## config.mk

```make
export PLATFORM = sky130hd
export DESIGN_NAME = csm51a_coin_tx_flat
export DESIGN_NICKNAME = d
export VERILOG_FILES = /design/src/rtl/csm51a_coin_pkg.sv /design/src/rtl/csm51a_coin_tx_if.sv /design/src/rtl/csm51a_coin_fifo.sv /design/src/rtl/csm51a_coin_tx.sv /design/src/flat_wrapper.sv
export SDC_FILE = /design/constraint.sdc
export NUM_CORES = 1
export LEC_CHECK = 0
export ABC_AREA = 0
export CAP_MARGIN = 40
export CORE_MARGIN = 2
export CORE_UTILIZATION = 47
export DETAILED_ROUTE_END_ITERATION = 12
export GPL_TIMING_DRIVEN = 1
export PLACE_DENSITY = 0.72
export SETUP_SLACK_MARGIN = 0.3
export SYNTH_ARGS = -nofsm -noshare
export SYNTH_HDL_FRONTEND = slang
export SYNTH_SLANG_ARGS = --single-unit
```

## constraint.sdc

```tcl
create_clock -name clk -period 2.2 [get_ports clk]
set_input_delay 0.33 -clock clk [delete_from_list [all_inputs] [get_ports clk]]
set_output_delay 0.33 -clock clk [all_outputs]
set_load 0.03 [all_outputs]
```

## src/rtl/csm51a_coin_pkg.sv

```systemverilog
// Shared types and constants for the coin transmitter: coin codes, FSM states, credit helpers.
// Latency: none (declarations and pure functions only).
// Backpressure: not applicable.
package csm51a_coin_pkg;

  localparam int CREDIT_W = 4;

  localparam logic [1:0] CODE_NONE   = 2'b00;
  localparam logic [1:0] CODE_NICKEL = 2'b01;
  localparam logic [1:0] CODE_DIME   = 2'b11;

  typedef enum logic [1:0] {
    IDLE = 2'd0,
    SEND = 2'd1,
    GAP  = 2'd2
  } tx_state_t;

  // coin_type 1 is a dime, 0 a nickel
  function automatic logic [1:0] coin_code(input logic ctype);
    return ctype ? CODE_DIME : CODE_NICKEL;
  endfunction

  // Value in 5-cent units
  function automatic logic [CREDIT_W-1:0] coin_value(input logic ctype);
    return ctype ? CREDIT_W'(2) : CREDIT_W'(1);
  endfunction

  // Saturating add so credit pins at all-ones rather than wrapping
  function automatic logic [CREDIT_W-1:0] credit_add(input logic [CREDIT_W-1:0] a,
                                                     input logic [CREDIT_W-1:0] b);
    logic [CREDIT_W:0] s;
    s = {1'b0, a} + {1'b0, b};
    return s[CREDIT_W] ? {CREDIT_W{1'b1}} : s[CREDIT_W-1:0];
  endfunction

endpackage

```

## src/rtl/csm51a_coin_tx_if.sv

```systemverilog
// Bundle between coin sensor / vending FSM and the coin transmitter.
// Latency: wires only.
// Backpressure: coin_ready from the transmitter gates coin_valid.
interface csm51a_coin_tx_if #(
  parameter int FIFO_DEPTH = 4
);
  import csm51a_coin_pkg::*;

  localparam int CW = $clog2(FIFO_DEPTH) + 1;

  logic                coin_valid;
  logic                coin_type;
  logic                coin_ready;
  logic                hold;
  logic                vend;
  logic                x1;
  logic                x0;
  logic [CREDIT_W-1:0] credit;
  logic [CW-1:0]       fifo_count;

  modport master (
    output coin_valid, coin_type, hold, vend,
    input  coin_ready, x1, x0, credit, fifo_count
  );

  modport slave (
    input  coin_valid, coin_type, hold, vend,
    output coin_ready, x1, x0, credit, fifo_count
  );

endinterface

```

## src/rtl/csm51a_coin_fifo.sv

```systemverilog
// Small power-of-two FIFO holding queued coin types in acceptance order.
// Latency: pushed entry visible at head one edge after the push; head read combinationally.
// Backpressure: push ignored when full, pop ignored when empty; caller watches full/empty.
module csm51a_coin_fifo #(
  parameter int DEPTH = 4,
  parameter int W     = 1
) (
  input  logic                       clk,
  input  logic                       rst_n,
  input  logic                       push,
  input  logic [W-1:0]               din,
  input  logic                       pop,
  output logic [W-1:0]               data,
  output logic [$clog2(DEPTH):0]     count,
  output logic                       full,
  output logic                       empty
);

  localparam int AW = $clog2(DEPTH);

  logic [W-1:0]  mem [DEPTH];
  logic [AW-1:0] wr_ptr;
  logic [AW-1:0] rd_ptr;
  logic          do_push;
  logic          do_pop;

  assign full    = (count == (AW+1)'(DEPTH));
  assign empty   = (count == '0);
  assign do_push = push && !full;
  assign do_pop  = pop && !empty;
  assign data    = mem[rd_ptr];

  // Pointers wrap naturally because DEPTH is a power of two
  always_ff @(posedge clk or negedge rst_n) begin
    if (!rst_n) begin
      wr_ptr <= '0;
      rd_ptr <= '0;
      count  <= '0;
    end else begin
      if (do_push) wr_ptr <= wr_ptr + 1'b1;
      if (do_pop)  rd_ptr <= rd_ptr + 1'b1;
      case ({do_push, do_pop})
        2'b10:   count <= count + 1'b1;
        2'b01:   count <= count - 1'b1;
        default: count <= count;
      endcase
    end
  end

  // Storage needs no reset; emptiness is tracked by count alone
  always_ff @(posedge clk) begin
    if (do_push) mem[wr_ptr] <= din;
  end

endmodule

```

## src/rtl/csm51a_coin_tx.sv

```systemverilog
// Queues sensed coins and sends each as a one-cycle {x1,x0} code to the vending FSM, tracking credit.
// Latency: coin accepted at edge N into an idle, empty block appears on x1/x0 after edge N+1.
// Backpressure: coin_ready drops when the queue is full; hold stalls dequeue without aborting a send.
module csm51a_coin_tx
  import csm51a_coin_pkg::*;
#(
  parameter int FIFO_DEPTH = 4,
  parameter int GAP_CYCLES = 0
) (
  input  logic              clk,
  input  logic              rst_n,
  csm51a_coin_tx_if.slave   bus
);

  localparam int CW = $clog2(FIFO_DEPTH) + 1;
  localparam int GW = (GAP_CYCLES > 1) ? $clog2(GAP_CYCLES) : 1;
  localparam logic [GW-1:0] GAP_LAST = GW'((GAP_CYCLES > 0) ? GAP_CYCLES - 1 : 0);

  tx_state_t           state;
  tx_state_t           state_nxt;
  logic                push;
  logic                pop;
  logic                can_pop;
  logic                gap_last;
  logic                fifo_full;
  logic                fifo_empty;
  logic                head_type;
  logic [CW-1:0]       cnt;
  logic [1:0]          code_q;
  logic [1:0]          code_out;
  logic [GW-1:0]       gap_cnt;
  logic [CREDIT_W-1:0] credit_q;

  // Ready comes from the registered count only, so a same-cycle pop never opens a slot early
  assign bus.coin_ready = !fifo_full;
  assign push           = bus.coin_valid && !fifo_full;
  assign can_pop        = !fifo_empty && !bus.hold;
  assign gap_last       = (gap_cnt == GAP_LAST);

  csm51a_coin_fifo #(
    .DEPTH (FIFO_DEPTH),
    .W     (1)
  ) u_fifo (
    .clk   (clk),
    .rst_n (rst_n),
    .push  (push),
    .din   (bus.coin_type),
    .pop   (pop),
    .data  (head_type),
    .count (cnt),
    .full  (fifo_full),
    .empty (fifo_empty)
  );

  // FSM state register
  always_ff @(posedge clk or negedge rst_n) begin
    if (!rst_n) state <= IDLE;
    else        state <= state_nxt;
  end

  // Next state: every dequeue decision uses the same IDLE rule (non-empty and not held)
  always_comb begin
    state_nxt = state;
    case (state)
      IDLE: state_nxt = can_pop ? SEND : IDLE;
      SEND: begin
        if (GAP_CYCLES > 0) state_nxt = GAP;
        else                state_nxt = can_pop ? SEND : IDLE;
      end
      GAP: begin
        if (gap_last) state_nxt = can_pop ? SEND : IDLE;
        else          state_nxt = GAP;
      end
      default: state_nxt = IDLE;
    endcase
  end

  // Outputs: a pop happens exactly when the FSM is about to enter SEND
  always_comb begin
    pop      = (state_nxt == SEND);
    code_out = (state == SEND) ? code_q : CODE_NONE;
  end

  assign bus.x1         = code_out[1];
  assign bus.x0         = code_out[0];
  assign bus.credit     = credit_q;
  assign bus.fifo_count = cnt;

  // Latch the code of the coin leaving the queue; only ever NICKEL or DIME
  always_ff @(posedge clk or negedge rst_n) begin
    if (!rst_n)   code_q <= CODE_NONE;
    else if (pop) code_q <= coin_code(head_type);
  end

  // Gap counter restarts on each send and counts the idle cycles that follow
  always_ff @(posedge clk or negedge rst_n) begin
    if (!rst_n)               gap_cnt <= '0;
    else if (state == SEND)   gap_cnt <= '0;
    else if (state == GAP)    gap_cnt <= gap_cnt + 1'b1;
  end

  // Credit: vend restarts from the coin entering SEND on the same edge, otherwise accumulate
  always_ff @(posedge clk or negedge rst_n) begin
    if (!rst_n)        credit_q <= '0;
    else if (bus.vend) credit_q <= pop ? coin_value(head_type) : '0;
    else if (pop)      credit_q <= credit_add(credit_q, coin_value(head_type));
  end

endmodule

```

## src/flat_wrapper.sv

```systemverilog
// flat-port wrapper written by rule: the top's interface ports become plain ports
module csm51a_coin_tx_flat import csm51a_coin_pkg::*;
#(
  parameter int FIFO_DEPTH = 4,
  parameter int GAP_CYCLES = 0
)
  (clk, rst_n, bus_coin_valid, bus_coin_type, bus_hold, bus_vend, bus_coin_ready, bus_x1, bus_x0, bus_credit, bus_fifo_count);
  csm51a_coin_tx_if #(.FIFO_DEPTH(FIFO_DEPTH)) bus_i ();
  input  logic clk;
  input  logic rst_n;
  input wire logic [$bits(bus_i.coin_valid)-1:0] bus_coin_valid;
  input wire logic [$bits(bus_i.coin_type)-1:0] bus_coin_type;
  input wire logic [$bits(bus_i.hold)-1:0] bus_hold;
  input wire logic [$bits(bus_i.vend)-1:0] bus_vend;
  output wire logic [$bits(bus_i.coin_ready)-1:0] bus_coin_ready;
  output wire logic [$bits(bus_i.x1)-1:0] bus_x1;
  output wire logic [$bits(bus_i.x0)-1:0] bus_x0;
  output wire logic [$bits(bus_i.credit)-1:0] bus_credit;
  output wire logic [$bits(bus_i.fifo_count)-1:0] bus_fifo_count;
  assign bus_i.coin_valid = bus_coin_valid;
  assign bus_i.coin_type = bus_coin_type;
  assign bus_i.hold = bus_hold;
  assign bus_i.vend = bus_vend;
  assign bus_coin_ready = bus_i.coin_ready;
  assign bus_x1 = bus_i.x1;
  assign bus_x0 = bus_i.x0;
  assign bus_credit = bus_i.credit;
  assign bus_fifo_count = bus_i.fifo_count;
  csm51a_coin_tx #(.FIFO_DEPTH(FIFO_DEPTH), .GAP_CYCLES(GAP_CYCLES)) u_core (.clk(clk), .rst_n(rst_n), .bus(bus_i));
endmodule
```

# --- Yosys cells after proc, flatten, opt, wreduce, memory -nomap -nowiden ---
# Memories as Yosys holds them, arrays and structs flattened.
# Cells that the tools add are included.
op_classes:
  muxes: 15
  n_reduce_logical: 13
  addsub: 6
  eq_ne: 6
ops:
  columns: ["operator", "n"]
  rows:
  - ["$mux 4", 4]
  - ["$mux 2", 4]
  - ["$eq 2x1->1 const B", 3]
  - ["$pmux 3 s2", 1]
  - ["$reduce_bool 2->1", 3]
  - ["$add 4x4->5", 1]
  - ["$mux 1", 5]
  - ["$add 2x1->2 const B", 2]
  - ["$eq 2x2->1 const B", 2]
  - ["$logic_and 1x1->1", 4]
  - ["$pmux 2 s2", 1]
  - ["$add 3x1->3 const B", 1]
  - ["$eq 3x3->1 const B", 1]
  - ["$logic_not 1->1", 3]
  - ["$logic_not 3->1", 1]
  - ["$sub 3x1->3 const B", 1]
  - ["$logic_not 2->1", 1]
  - ["$reduce_or 2->1", 1]
  - ["$add 1x1->1 const B", 1]
word_totals:
  in_bits: 6
  out_inout_bits: 10
  word_cells: 48
  mem_count: 1
  regBits: 16
  ram_bits: 4
mem_list:
  columns: ["memory", "depth", "width", "read_ports", "rd_ports_with_merged_regs", "write_ports", "line_no", "text"]
  rows:
  - ["u_core.u_fifo.mem", 4, 1, 1, 0, 1, "csm51a_coin_fifo.sv:21", "logic [W-1:0] mem [DEPTH];"]

# --- Logic depth before layout (Yosys ltp) ---
logic_depth:
  ltp_word: 10
  depth_mapped: 11
  ltp_nobuf: 11

# --- Modules after synthesis ---
# From an unflattened synthesis, not the netlist that was laid out.
hier_totals:
  hier_cells: 99
  area_unflattened_um2: 1167.4
modules_own_cells:
  columns: ["mod", "area_each_um2", "cells_each", "seq_area_each_um2", "instances"]
  rows:
  - ["csm51a_coin_tx", 585.6, 56, 225.2, 1]
  - ["csm51a_coin_fifo", 581.8, 43, 295.3, 1]

# --- Worst setup path after synthesis ---
# No wires, ideal clock.
synth_timing:
  kind: "reg-to-reg"
  startpoint: "reg u_core.u_fifo.count[0]"
  endpoint: "reg u_core.u_fifo.count[2]"
  t_arrival_ns: 2.288
  required_ns: 2.120
  path_stages_with_launch: 11
  path_slack_ns: -0.168
  setup_time_ns: 0.080
  n_path_buf: 0
  period_less_slack_ns: 2.368
  path_cell_list: "dfrtp_1 > inv_2 > nand3_1 > and2_1 > inv_2 > ha_1 > inv_1 > fa_1 > xor2_1 > nor2_1 > xor2_1"
synth_between:
  word_cells_on_any_way: 18
  cone_classes: "add/sub (2); eq/ne (4); mux (4); reduce/logical (8)"
synth_lines:
  columns: ["item", "line_no", "text"]
  rows:
  - ["from (decl)", "csm51a_coin_fifo.sv:14", "output logic [$clog2(DEPTH):0] count,"]
  - ["from (signal assigned)", "csm51a_coin_fifo.sv:43", "2'b10: count <= count + 1'b1;"]
  - ["from (signal assigned)", "csm51a_coin_fifo.sv:44", "2'b01: count <= count - 1'b1;"]
  - ["from (signal assigned)", "csm51a_coin_fifo.sv:45", "default: count <= count;"]
  - ["$eq 3x3->1 *", "csm51a_coin_fifo.sv:27", "assign full = (count == (AW+1)'(DEPTH));"]
  - ["$logic_not 1->1 *", null, null]
  - ["via bus_coin_ready", "flat_wrapper.sv:15", "output wire logic [$bits(bus_i.coin_ready)-1:0] bus_coin_ready;"]
  - ["$logic_and 1x1->1", "csm51a_coin_tx.sv:36", "assign push = bus.coin_valid && !fifo_full;"]
  - ["$logic_and 1x1->1 *", "csm51a_coin_fifo.sv:29", "assign do_push = push && !full;"]
  - ["$eq 2x1->1 / $eq 2x2->1 (equally long branches)", "csm51a_coin_fifo.sv:42", "case ({do_push, do_pop})"]
  - ["$pmux 3 s2 / $reduce_bool 2->1 (equally long branches)", null, null]
# The timed path passes the listed nets; every way through them passes the cells marked *.
# A chain may end at the register's enable or synchronous reset.

# --- Worst setup path in the final report ---
layout_timing:
  startpoint: "reg u_core.u_fifo.rd_ptr[0]"
  endpoint: "reg u_core.credit_q[0], in the netlist u_core.bus.credit[0]"
layout_between:
  elab_chain_cells: 6
  word_cells_on_any_way: 7
  cone_classes: "add/sub (1); mux (5); memory (1)"
layout_lines:
  columns: ["item", "line_no", "text"]
  rows:
  - ["from (decl)", "csm51a_coin_fifo.sv:23", "logic [AW-1:0] rd_ptr;"]
  - ["from (signal assigned)", "csm51a_coin_fifo.sv:41", "if (do_pop) rd_ptr <= rd_ptr + 1'b1;"]
  - ["$mem_v2 4x1 *", null, null]
  - ["via u_core.head_type", "csm51a_coin_tx.sv:27", "logic head_type;"]
  - ["$mux 2 *", "csm51a_coin_pkg.sv:25", "return ctype ? CREDIT_W'(2) : CREDIT_W'(1);"]
  - ["$add 4x4->5", "csm51a_coin_pkg.sv:32", "s = {1'b0, a} + {1'b0, b};"]
  - ["$mux 4", "csm51a_coin_pkg.sv:33", "return s[CREDIT_W] ? {CREDIT_W{1'b1}} : s[CREDIT_W-1:0];"]
  - ["$mux 4", "csm51a_coin_tx.sv:106", "else if (pop) credit_q <= credit_add(credit_q, coin_value(head_type));"]
  - ["$mux 4 *", "csm51a_coin_tx.sv:105", "else if (bus.vend) credit_q <= pop ? coin_value(head_type) : '0;"]
  - ["to (signal assigned)", "csm51a_coin_tx.sv:105", null]
  - ["to (signal assigned)", "csm51a_coin_tx.sv:106", null]
  - ["to (decl)", "csm51a_coin_tx.sv:32", "logic [CREDIT_W-1:0] credit_q;"]
# The timed path passes the listed nets; every way through them passes the cells marked *. The select of a mux whose other input is x is not followed.

==> results.md <==
* Worst min path class: input pin to async pin
* Remaining DRCs at 0
* Max VDD drop at 0.840 mV
* Synth Area per Inst at 11.6 um2
* Wirelength, routed at 1990 um
* GP Congestion at 0.792
* Final setup violation count at 0
* Crit share post-route at 95.6%
* Core region area at 0.00221 mm2
* PnR worst setup slack at 0.0962 ns
* Yosys top cell area share at 36.2%
* Synthesized Nets at 114
* N_diodes at 0
* Post-Synthesis Cell Area at 0.00110 mm2
* Post-Syn Instances at 95
* Setup slack at placement at -0.0530 ns
* Clk buf depth at 2
* Initial core utilization at 49.9%
* Number of synthesized register bits at 20
* Worst setup startpoint: u_core.u_fifo.rd_ptr[0]
* Worst slew pin tran at 0.318 ns
* Die span in y at 52.5 um
* Row count at 17
* Clk root buf: clkbuf_4
* Ports at 16
* Area Overhead vs Synth at 34.4%
* Fin area at 0.00149 mm2
* Top cells by area, synth: dfrtp_1 36%, ha_1 12%, edfxtp_1 11%
* Initial DRT Pass Iterations at 4
* Share of cells above drive strength 1 at 35.5%
* TritonCTS clock tree: yes
* Clock slew seen by the registers of the worst setup and hold paths at 0.11 ns
* F_max at 475 MHz
* Pins Over Slew Limit at 0
* Tot GR Track Use at 18.6%
* Clk Latency, worst-skew pair at 0.30 ns
* Worst Setup End Kind: register
* Largest net degree at the start of global routing at 17
* Post-route ant nets at 0
* First-pass GRT wire length at 3630 um
* Min Clock Period, post-route at 2.10 ns
* Max Cap Viol at 0
* Vias per inst at 5.01
* Iteration-0 DRC Markers at 14
* Power per cell area at 1300 mW/mm2
* CTS Sinks at 20
* H-Tree Depth at 1
* RSZ-0062 raised after global routing: yes
* Initial antenna violation count at 0
* Via count at 762
* Placed Area at 0.00140 mm2
* Post-synth top area cell: dfrtp_1
* Status: finished clean
* Die area at 0.00275 mm2
* Cts bufs inserted at 3
* Die X at 52.5 um
* Global route overflow at 0
* Crit path launch type: register
* WL/cell at 13.1 um
* Clock Skews at 0.00535 ns
* Fin. Hold Viols at 0
* Crit path max fanout at 2
* Fin util at 67.1%
* DP HPWL at 1530 um
* Kind of critical path: register to register
* Leakage power at 0.653 nW
* Number of synthesis warnings at 0
* Synth cell types at 33
* Nets at 144
* Sequential fraction of the synthesis area at 47.1%
* Max-Slew Margin vs Limit at 78.7%
* Critical path data arrival time at 2.35 ns
* R2r startpoint: u_core.u_fifo.rd_ptr[0]
* CP Data Required Time at 2.44 ns
* Vias in the first global route at 833
* Port Buffer Count at 15
## path summary, 6_finish.rpt
kind | cells past startpoint | endpoint | slack (ns)
max | 8 | u_core.bus.credit[0] | 0.1
min | 2 | u_core.bus.credit[3] | 0.33
max reg2reg | 8 | u_core.bus.credit[0] | 0.1
min reg2reg | 1 | u_core.code_q[0] | 0.47
max in group asynchronous | 2 | u_core.state[1] | 1.67
min in group clk | 1 | u_core.code_q[0] | 0.47
## layout by cell type (no fill, tap or decap), drive strengths merged, types with 2 or more instances in the layout
| master | count |
|---|---|
| a21oi | 2 |
| a31oi | 2 |
| and2 | 4 |
| and3 | 4 |
| buf | 11 |
| clkbuf | 5 |
| clkdlybuf4s50 | 12 |
| dfrtp | 16 |
| edfxtp | 4 |
| fa | 2 |
| ha | 11 |
| inv | 13 |
| mux2 | 2 |
| nand2 | 4 |
| nor2 | 7 |
| nor2b | 2 |
| or3 | 2 |
| xnor2 | 4 |
| xor2 | 2 |
## metal layers
| layer | track usage (%) | vias up | share of wire (%) |
|---|---|---|---|
| li1 | - | 380 | - |
| met1 | 22.6 | 361 | 43 |
| met2 | 31.3 | 17 | 51 |
| met3 | 2.86 | 4 | 4.1 |
| met4 | 10.3 | 0 | 2.1 |
| met5 | 0 | - | 0 |
## where the power goes
| part | switching (W) | internal, W |
|---|---|---|
| logic | 0.000552 | 0.000537 |
| registers | 0.000122 | 0.000514 |
| clock network | 0.000110 | 0.000101 |
| total | 0.000784 | 0.00115 |
## worst max-delay path, cell delays in order (launching register included)
cell	delay, ns
dfrtp_1	0.38
mux4_2	0.55
clkinv_4	0.07
ha_4	0.12
inv_2	0.03
fa_2	0.33
nand3b_1	0.20
a221oi_2	0.25
a21o_1	0.11
## state kept, by name, summed over array words and instances, names as in the netlist
register	count
u_core.u_fifo.wr_ptr	2
u_core.u_fifo.mem	4
u_core.code_q	2
u_core.state	2
u_core.gap_cnt	1
u_core.u_fifo.count	3
u_core.bus.credit	4
u_core.u_fifo.rd_ptr	2
## repair_timing
action                     CTS  global route
pin swaps                    2             3
gates resized for setup     11             7
buffers inserted             4             0
setup endpoints to repair    9             8
hold buffers                 0             0
## area by class of cell
cell class	count	area [um2]
Clock buffer	4	36.3
Fill cell	191	727
Inverter	14	60.1
Multi-Input combinational cell	61	616
Sequential cell	20	524
Tap cell	28	35.0
Timing Repair Buffer	25	214
## synthesized netlist by cell type (all sizes together)
master / count
nor2: 7
nand2b: 1
o21a: 1
nand3: 1
a311oi: 1
a21o: 1
a31oi: 2
mux2: 2
xnor2: 4
a22o: 1
nor2b: 2
o21ai: 1
clkinv: 1
nand2: 4
or3: 2
inv: 13
dfrtp: 16
nand3b: 1
and3: 4
a221oi: 1
ha: 11
o311a: 1
a21oi: 2
mux4: 1
edfxtp: 4
xor2: 2
and2: 4
mux2i: 1
nand4: 1
fa: 2
## kinds of logic after synthesis
kind of cell	Yosys count	share of synthesized area, %
simple gates	27	14.6
flops	20	47.1
buf+inv	14	4.76
mux	4	4.98
fa+ha+maj	13	16.1
xor+xnor	6	4.76
compound gates	11	7.70
## metrics by stage
stage,TNS (ns),hold slack (ns),total power [W],cells
2_1_floorplan,0,0.0344,0.00133,95
3_3_place_gp,0,0.443,0.00165,144
3_5_place_dp,-0.0530,0.452,0.00169,144
4_1_cts,0,0.328,0.00196,152
5_1_grt,-0.0221,0.364,0.00211,152
6_report,0,0.330,0.00194,152
No activity file was read; power rests on OpenSTA's default activity.
